--- src/rtl/imem_loader_if.sv ---
// imem_loader_if
// Groups the loader's byte-stream handshake and instruction-memory write bus.
//   in_valid / in_data / in_ready   : big-endian byte stream, valid/ready handshake
//   imem_we / imem_addr / imem_wdata: one-cycle word write into instruction memory
// master : the side that feeds bytes and observes the memory writes (testbench / host)
// slave  : the loader itself
interface imem_loader_if #(
   parameter int ADDR_W = 10
);
   logic              in_valid;
   logic [7:0]        in_data;
   logic              in_ready;
   logic              imem_we;
   logic [ADDR_W-1:0] imem_addr;
   logic [31:0]       imem_wdata;

   modport master (
      output in_valid, in_data,
      input  in_ready, imem_we, imem_addr, imem_wdata
   );

   modport slave (
      input  in_valid, in_data,
      output in_ready, imem_we, imem_addr, imem_wdata
   );
endinterface

--- src/rtl/imem_loader.sv ---
// imem_loader
// Program loader for the CPU instruction memory. Packs a big-endian byte stream
// four bytes at a time into 32-bit words and writes them to consecutive word
// addresses starting at 0, holding the CPU stalled until the image is complete.
//
// Ports:
//   clock     : single clock, all state changes on posedge
//   reset_n   : asynchronous active-low reset
//   start     : one-cycle pulse, accepted only in IDLE, DONE or ERROR
//   len       : number of words to load, sampled with an accepted start
//   bus       : imem_loader_if.slave (byte stream in, instruction-memory write out)
//   cpu_hold  : CPU stall, low only in DONE
//   busy      : load in progress
//   done      : last load completed successfully (level)
//   error     : last load failed (level)
//
// Optional feature: define IMEM_LOAD_CHECKSUM_EN to append one checksum byte to
// every load; the 8-bit sum of all data bytes plus that byte must be zero.
module imem_loader #(
   parameter int ADDR_W = 10
) (
   input  logic            clock,
   input  logic            reset_n,
   input  logic            start,
   input  logic [ADDR_W:0] len,
   imem_loader_if.slave    bus,
   output logic            cpu_hold,
   output logic            busy,
   output logic            done,
   output logic            error
);

   localparam logic [ADDR_W:0] MAX_LEN = {1'b1, {ADDR_W{1'b0}}};

   typedef enum logic [2:0] {
      IDLE,
      LOAD,
      DONE,
`ifdef IMEM_LOAD_CHECKSUM_EN
      ERROR,
      CHECK
`else
      ERROR
`endif
   } state_t;

   state_t            state;
   state_t            next_state;
   logic              start_ok;
   logic              in_ready_c;
   logic              byte_acc;
   logic [1:0]        byte_cnt;
   logic [23:0]       asm_reg;
   logic [ADDR_W:0]   word_idx;
   logic [ADDR_W:0]   len_reg;
   logic              final_pending;
   logic              imem_we_r;
   logic [ADDR_W-1:0] imem_addr_r;
   logic [31:0]       imem_wdata_r;
`ifdef IMEM_LOAD_CHECKSUM_EN
   logic [7:0]        sum;
   logic [7:0]        check_total;

   assign check_total = sum + bus.in_data;
`endif

   assign byte_acc = bus.in_valid & in_ready_c;

   // State register
   always_ff @(posedge clock or negedge reset_n) begin
      if (!reset_n) begin
         state <= IDLE;
      end else begin
         state <= next_state;
      end
   end

   // Next-state and handshake decode. in_ready drops while the final word of
   // the image is being written so no extra byte slips in after it.
   always_comb begin
      next_state = state;
      start_ok   = 1'b0;
      in_ready_c = 1'b0;
      case (state)
         IDLE, DONE, ERROR: begin
            if (start) begin
               start_ok = 1'b1;
               if (len == '0) begin
`ifdef IMEM_LOAD_CHECKSUM_EN
                  next_state = CHECK;
`else
                  next_state = DONE;
`endif
               end else if (len > MAX_LEN) begin
                  next_state = ERROR;
               end else begin
                  next_state = LOAD;
               end
            end
         end
         LOAD: begin
            in_ready_c = ~final_pending;
            if (final_pending) begin
`ifdef IMEM_LOAD_CHECKSUM_EN
               next_state = CHECK;
`else
               next_state = DONE;
`endif
            end
         end
`ifdef IMEM_LOAD_CHECKSUM_EN
         CHECK: begin
            in_ready_c = 1'b1;
            if (bus.in_valid) begin
               next_state = (check_total == 8'h00) ? DONE : ERROR;
            end
         end
`endif
         default: begin
            next_state = IDLE;
         end
      endcase
   end

   // Byte assembly and word write. The first three bytes of a word collect in
   // asm_reg; the fourth goes straight into the write data so the word is
   // presented the cycle after its last byte is accepted.
   always_ff @(posedge clock or negedge reset_n) begin
      if (!reset_n) begin
         byte_cnt      <= '0;
         asm_reg       <= '0;
         word_idx      <= '0;
         len_reg       <= '0;
         final_pending <= 1'b0;
         imem_we_r     <= 1'b0;
         imem_addr_r   <= '0;
         imem_wdata_r  <= '0;
`ifdef IMEM_LOAD_CHECKSUM_EN
         sum           <= '0;
`endif
      end else begin
         imem_we_r     <= 1'b0;
         final_pending <= 1'b0;
         if (start_ok) begin
            byte_cnt <= '0;
            word_idx <= '0;
            len_reg  <= len;
`ifdef IMEM_LOAD_CHECKSUM_EN
            sum      <= '0;
`endif
         end else if (byte_acc && (state == LOAD)) begin
            byte_cnt <= byte_cnt + 2'd1;
`ifdef IMEM_LOAD_CHECKSUM_EN
            sum      <= sum + bus.in_data;
`endif
            if (byte_cnt == 2'd3) begin
               imem_we_r     <= 1'b1;
               imem_addr_r   <= word_idx[ADDR_W-1:0];
               imem_wdata_r  <= {asm_reg, bus.in_data};
               word_idx      <= word_idx + 1'b1;
               final_pending <= ((word_idx + 1'b1) == len_reg);
            end else begin
               asm_reg <= {asm_reg[15:0], bus.in_data};
            end
         end
      end
   end

   assign bus.in_ready   = in_ready_c;
   assign bus.imem_we    = imem_we_r;
   assign bus.imem_addr  = imem_addr_r;
   assign bus.imem_wdata = imem_wdata_r;

`ifdef IMEM_LOAD_CHECKSUM_EN
   assign busy = (state == LOAD) || (state == CHECK);
`else
   assign busy = (state == LOAD);
`endif
   assign cpu_hold = (state != DONE);
   assign done     = (state == DONE);
   assign error    = (state == ERROR);

endmodule

--- src/flat_wrapper.sv ---
// flat-port wrapper written by rule: the top's interface ports become plain ports
module imem_loader_flat 
#(
   parameter int ADDR_W = 10
)
  (clock, reset_n, start, len, cpu_hold, busy, done, error, bus_in_valid, bus_in_data, bus_in_ready, bus_imem_we, bus_imem_addr, bus_imem_wdata);
  imem_loader_if #(.ADDR_W(ADDR_W)) bus_i ();
  input  logic clock;
  input  logic reset_n;
  input  logic start;
  input  logic [ADDR_W:0] len;
  output logic cpu_hold;
  output logic busy;
  output logic done;
  output logic error;
  input wire logic [$bits(bus_i.in_valid)-1:0] bus_in_valid;
  input wire logic [$bits(bus_i.in_data)-1:0] bus_in_data;
  output wire logic [$bits(bus_i.in_ready)-1:0] bus_in_ready;
  output wire logic [$bits(bus_i.imem_we)-1:0] bus_imem_we;
  output wire logic [$bits(bus_i.imem_addr)-1:0] bus_imem_addr;
  output wire logic [$bits(bus_i.imem_wdata)-1:0] bus_imem_wdata;
  assign bus_i.in_valid = bus_in_valid;
  assign bus_i.in_data = bus_in_data;
  assign bus_in_ready = bus_i.in_ready;
  assign bus_imem_we = bus_i.imem_we;
  assign bus_imem_addr = bus_i.imem_addr;
  assign bus_imem_wdata = bus_i.imem_wdata;
  imem_loader #(.ADDR_W(ADDR_W)) u_core (.clock(clock), .reset_n(reset_n), .start(start), .len(len), .bus(bus_i), .cpu_hold(cpu_hold), .busy(busy), .done(done), .error(error));
endmodule
--- config.mk ---
export PLATFORM = sky130hd
export DESIGN_NAME = imem_loader_flat
export DESIGN_NICKNAME = d
export VERILOG_FILES = /design/src/rtl/imem_loader_if.sv /design/src/rtl/imem_loader.sv /design/src/flat_wrapper.sv
export SDC_FILE = /design/constraint.sdc
export NUM_CORES = 1
export LEC_CHECK = 0
export CAP_MARGIN = 20
export CELL_PAD_IN_SITES_DETAIL_PLACEMENT = 0
export CELL_PAD_IN_SITES_GLOBAL_PLACEMENT = 1
export CORE_MARGIN = 5
export CORE_UTILIZATION = 40
export CTS_CLUSTER_DIAMETER = 30
export DETAILED_ROUTE_END_ITERATION = 8
export PLACE_DENSITY = 0.9
export SLEW_MARGIN = 20
export SYNTH_ARGS = -nofsm -noshare
export SYNTH_HDL_FRONTEND = slang
export SYNTH_SLANG_ARGS = --single-unit
--- constraint.sdc ---
create_clock -name clock -period 2 [get_ports clock]
set_input_delay 0.6 -clock clock [delete_from_list [all_inputs] [get_ports clock]]
set_output_delay 0.6 -clock clock [all_outputs]
set_load 0.03 [all_outputs]
==> impl_results.md <==
- Run status: complete, no violations
- WP depth: 2
- Max-slew violation count: 0
- Initial Utilization: between 40% and 50%
- Max transition margin: 73.2%
- Post-synth cell types: 35
- Reg-to-reg slack, setup: between 0.1 and 0.15 ns
- Syn nets: around 440
- First DRT Iteration DRCs: 168
- Fill count: 921
- Root Buffer: clkbuf_8
- Arr. time, crit path: roughly 1.3 ns
- Top-count cell post-synth: nand2_1
- Post-DP HPWL: between 6 and 7 mm
- Core area: approximately 0.01 mm2
- Post-synth top area cell: dfrtp_1
- CP cell instances: nand2b_1 -> dlygate4sd2_1
- R2R depth: 6
- Row count: 36
- H-tree levels: 3
- Period Utilization, post-route: a little over nine tenths
- Worst r2r src: u_core.word_idx[1]
- Number of max-cap violations: 0
- IO buf count: 70
- Die Ht: around 110 um
- Die W: approximately 110 um
- CP max stage delay: 0.42 ns
- Buf+Inv Stages, Crit Path: 1
- Initial antenna violation count: 0
- Hold_ws: approximately 0.18 ns
- Total wire length: roughly 8.6 mm
- Slew of the pin with the lowest slew margin: ~0.4 ns
- Crit Path Category: flop to output pin
- Area contributors post-synth: dfrtp_1, nand2_1, mux2_2
- Final Power: 7.76 mW
- Fin Setup TNS: 0 ns
- Minimum clock period: around 1.9 ns
- Pin count of the biggest net entering global routing: 35
- Cell Pwr Density: about 1500 mW/mm2
- First-pass GRT wire length: approximately 15 mm
- Max VDD drop: ~0.0006 V
- Slowest-stage cell, CP: dfrtp_1
- Final Util: between 50% and 60%
- RR Endpoint: u_core.final_pending
- DP Worst Slack: -0.275 ns
- Most instantiated cells after synthesis: nand2_1, dfrtp_1, mux2_2
- Initial DRT Pass Iterations: 4
- Synthesized area per cell: just under 10 um2
- Top_reg_cell synth: dfrtp_1
- Setup crit start kind: flop
- Clock buffer count from CTS: 9
- Drt wl/cell: 13.7 um
- Vias per inst: about 5
- Crit. Startpoint: u_core.state[0]
- Sequential area share after synthesis: between 50% and 60%
- Worst endpoint required time: between 1 and 1.5 ns
- P_leak: around 2.8 nW
- Fraction of layout cells with a size suffix above 1: around 14%
- Worst-path clk slew: approximately 0.090 ns
- ANT cells: 0
- GRT overflow: 0
- Clock sink count: between 90 and 100
- Worst Path Max Fanout: 5
- Async SR Flop Fraction: 100%
- FMAX: approximately 530 MHz
- Register bit total from synthesis: 94
- Vias: 3,048
- Vias in the first global route: roughly 3,100
- Setup-failing EPs final: 0
- Cell area after synthesis: approximately 0.0040 mm2
- Die ar.: 0.0122 mm2
- All-layer global routing usage: approximately 15%
- Largest register FFs: 32
- Hold Path Class: primary input to async pin
- Clock Tree Buf Depth: 2
- Syn Inst Count: 412
- CP Capture Type: output pin
- CTS tree: built
- Final WS setup: ~0.10 ns
- Final net count: 514
- Synth-to-layout area growth: 29.2%
- Num ports: 71
- Remaining antenna violation count: 0
- Final hold viol count: 0
- Setup crit end: cpu_hold
- Area of the multi-input gates: around 0.0016 mm2
- Clk_skew: 0.00768 ns
- Setup repair after global routing missed its margin: false
- EDFF count, synth: 0
- Synth top area share: approximately 58%
- Worst-skew pair later-pin latency: approximately 0.35 ns
- Register area: approximately 0.0024 mm2
- # DRC: 0
- Synth warn: 0
- Family with the most delay on the worst path: flip-flops
- GPL Wtd Cong: 0.800
## area by class of cell
| class | instances | share of cell area [%] |
|---|---|---|
| Tap cell | 133 | 3.19 |
| Clock buffer | 9 | 2.37 |
| Sequential cell | 94 | 45.0 |
| Inverter | 6 | 0.431 |
| Timing Repair Buffer | 88 | 17.4 |
| Multi-Input combinational cell | 290 | 30.4 |
| Clock inverter | 6 | 1.22 |
## metrics by stage
step	area, um2	std cells
floorplan	4040	412
global placement	5010	611
detailed placement	5010	611
CTS	5170	626
global route	5220	626
finish	5220	626
## cell usage in the layout, fill, tap and decap left out, types with 5 or more instances in the layout
cell type / instances
clkbuf_8: 9
inv_1: 6
xnor2_1: 13
dfrtp_1: 94
clkdlybuf4s50_1: 21
buf_12: 5
o21ai_0: 21
buf_4: 16
dlymetal6s2s_1: 21
nand2_1: 166
dlygate4sd2_1: 24
mux2_2: 24
nand2b_1: 5
nor2_1: 14
## worst min-delay path by stage
stage | to | slack [ns] | cells past startpoint
floorplan | u_core.asm_reg[0] | 0.30 | 0
global placement | u_core.bus.imem_wdata[25] | 0.45 | 2
detailed placement | u_core.bus.imem_wdata[28] | 0.45 | 2
CTS | u_core.bus.imem_wdata[0] | 0.17 | 1
global route | u_core.bus.imem_wdata[9] | 0.19 | 1
finish | u_core.bus.imem_wdata[0] | 0.18 | 1
## cell families (layout without fill, tap and decap cells)
family / count (synthesis) / after routing / synth area share (%)
and+or+nand+nor: 209 / 209 / 21.9
xor gates and xnor gates: 17 / 17 / 3.68
muxes: 28 / 28 / 7.68
DFF: 94 / 94 / 58.2
adders and majority gates: 2 / 2 / 0.619
buffers and inverters: 28 / 109 / 2.94
AOI/OAI and AO/OA: 34 / 34 / 4.95
## where the power goes
| group | internal [mW] | switching [mW] |
|---|---|---|
| combinational | 1.46 | 1.95 |
| clock | 0.569 | 0.634 |
| sequential | 2.65 | 0.496 |
| total | 4.68 | 3.08 |
## metal layers
layer / track usage (%) / vias to the layer above / part of all wire, %
li1: - / 1494 / -
met5: 0 / - / 0
met1: 18.8 / 1473 / 46
met2: 24.4 / 72 / 49
met4: 3.12 / 0 / 0.83
met3: 4.10 / 9 / 4.2
## timing repair
item / in CTS / in global routing
buffers inserted: 0 / 0
hold buffers: 0 / 0
gates resized for setup: 26 / 24
endpoints found under the setup margin: 25 / 25
No activity file was read; power rests on OpenSTA's default activity.
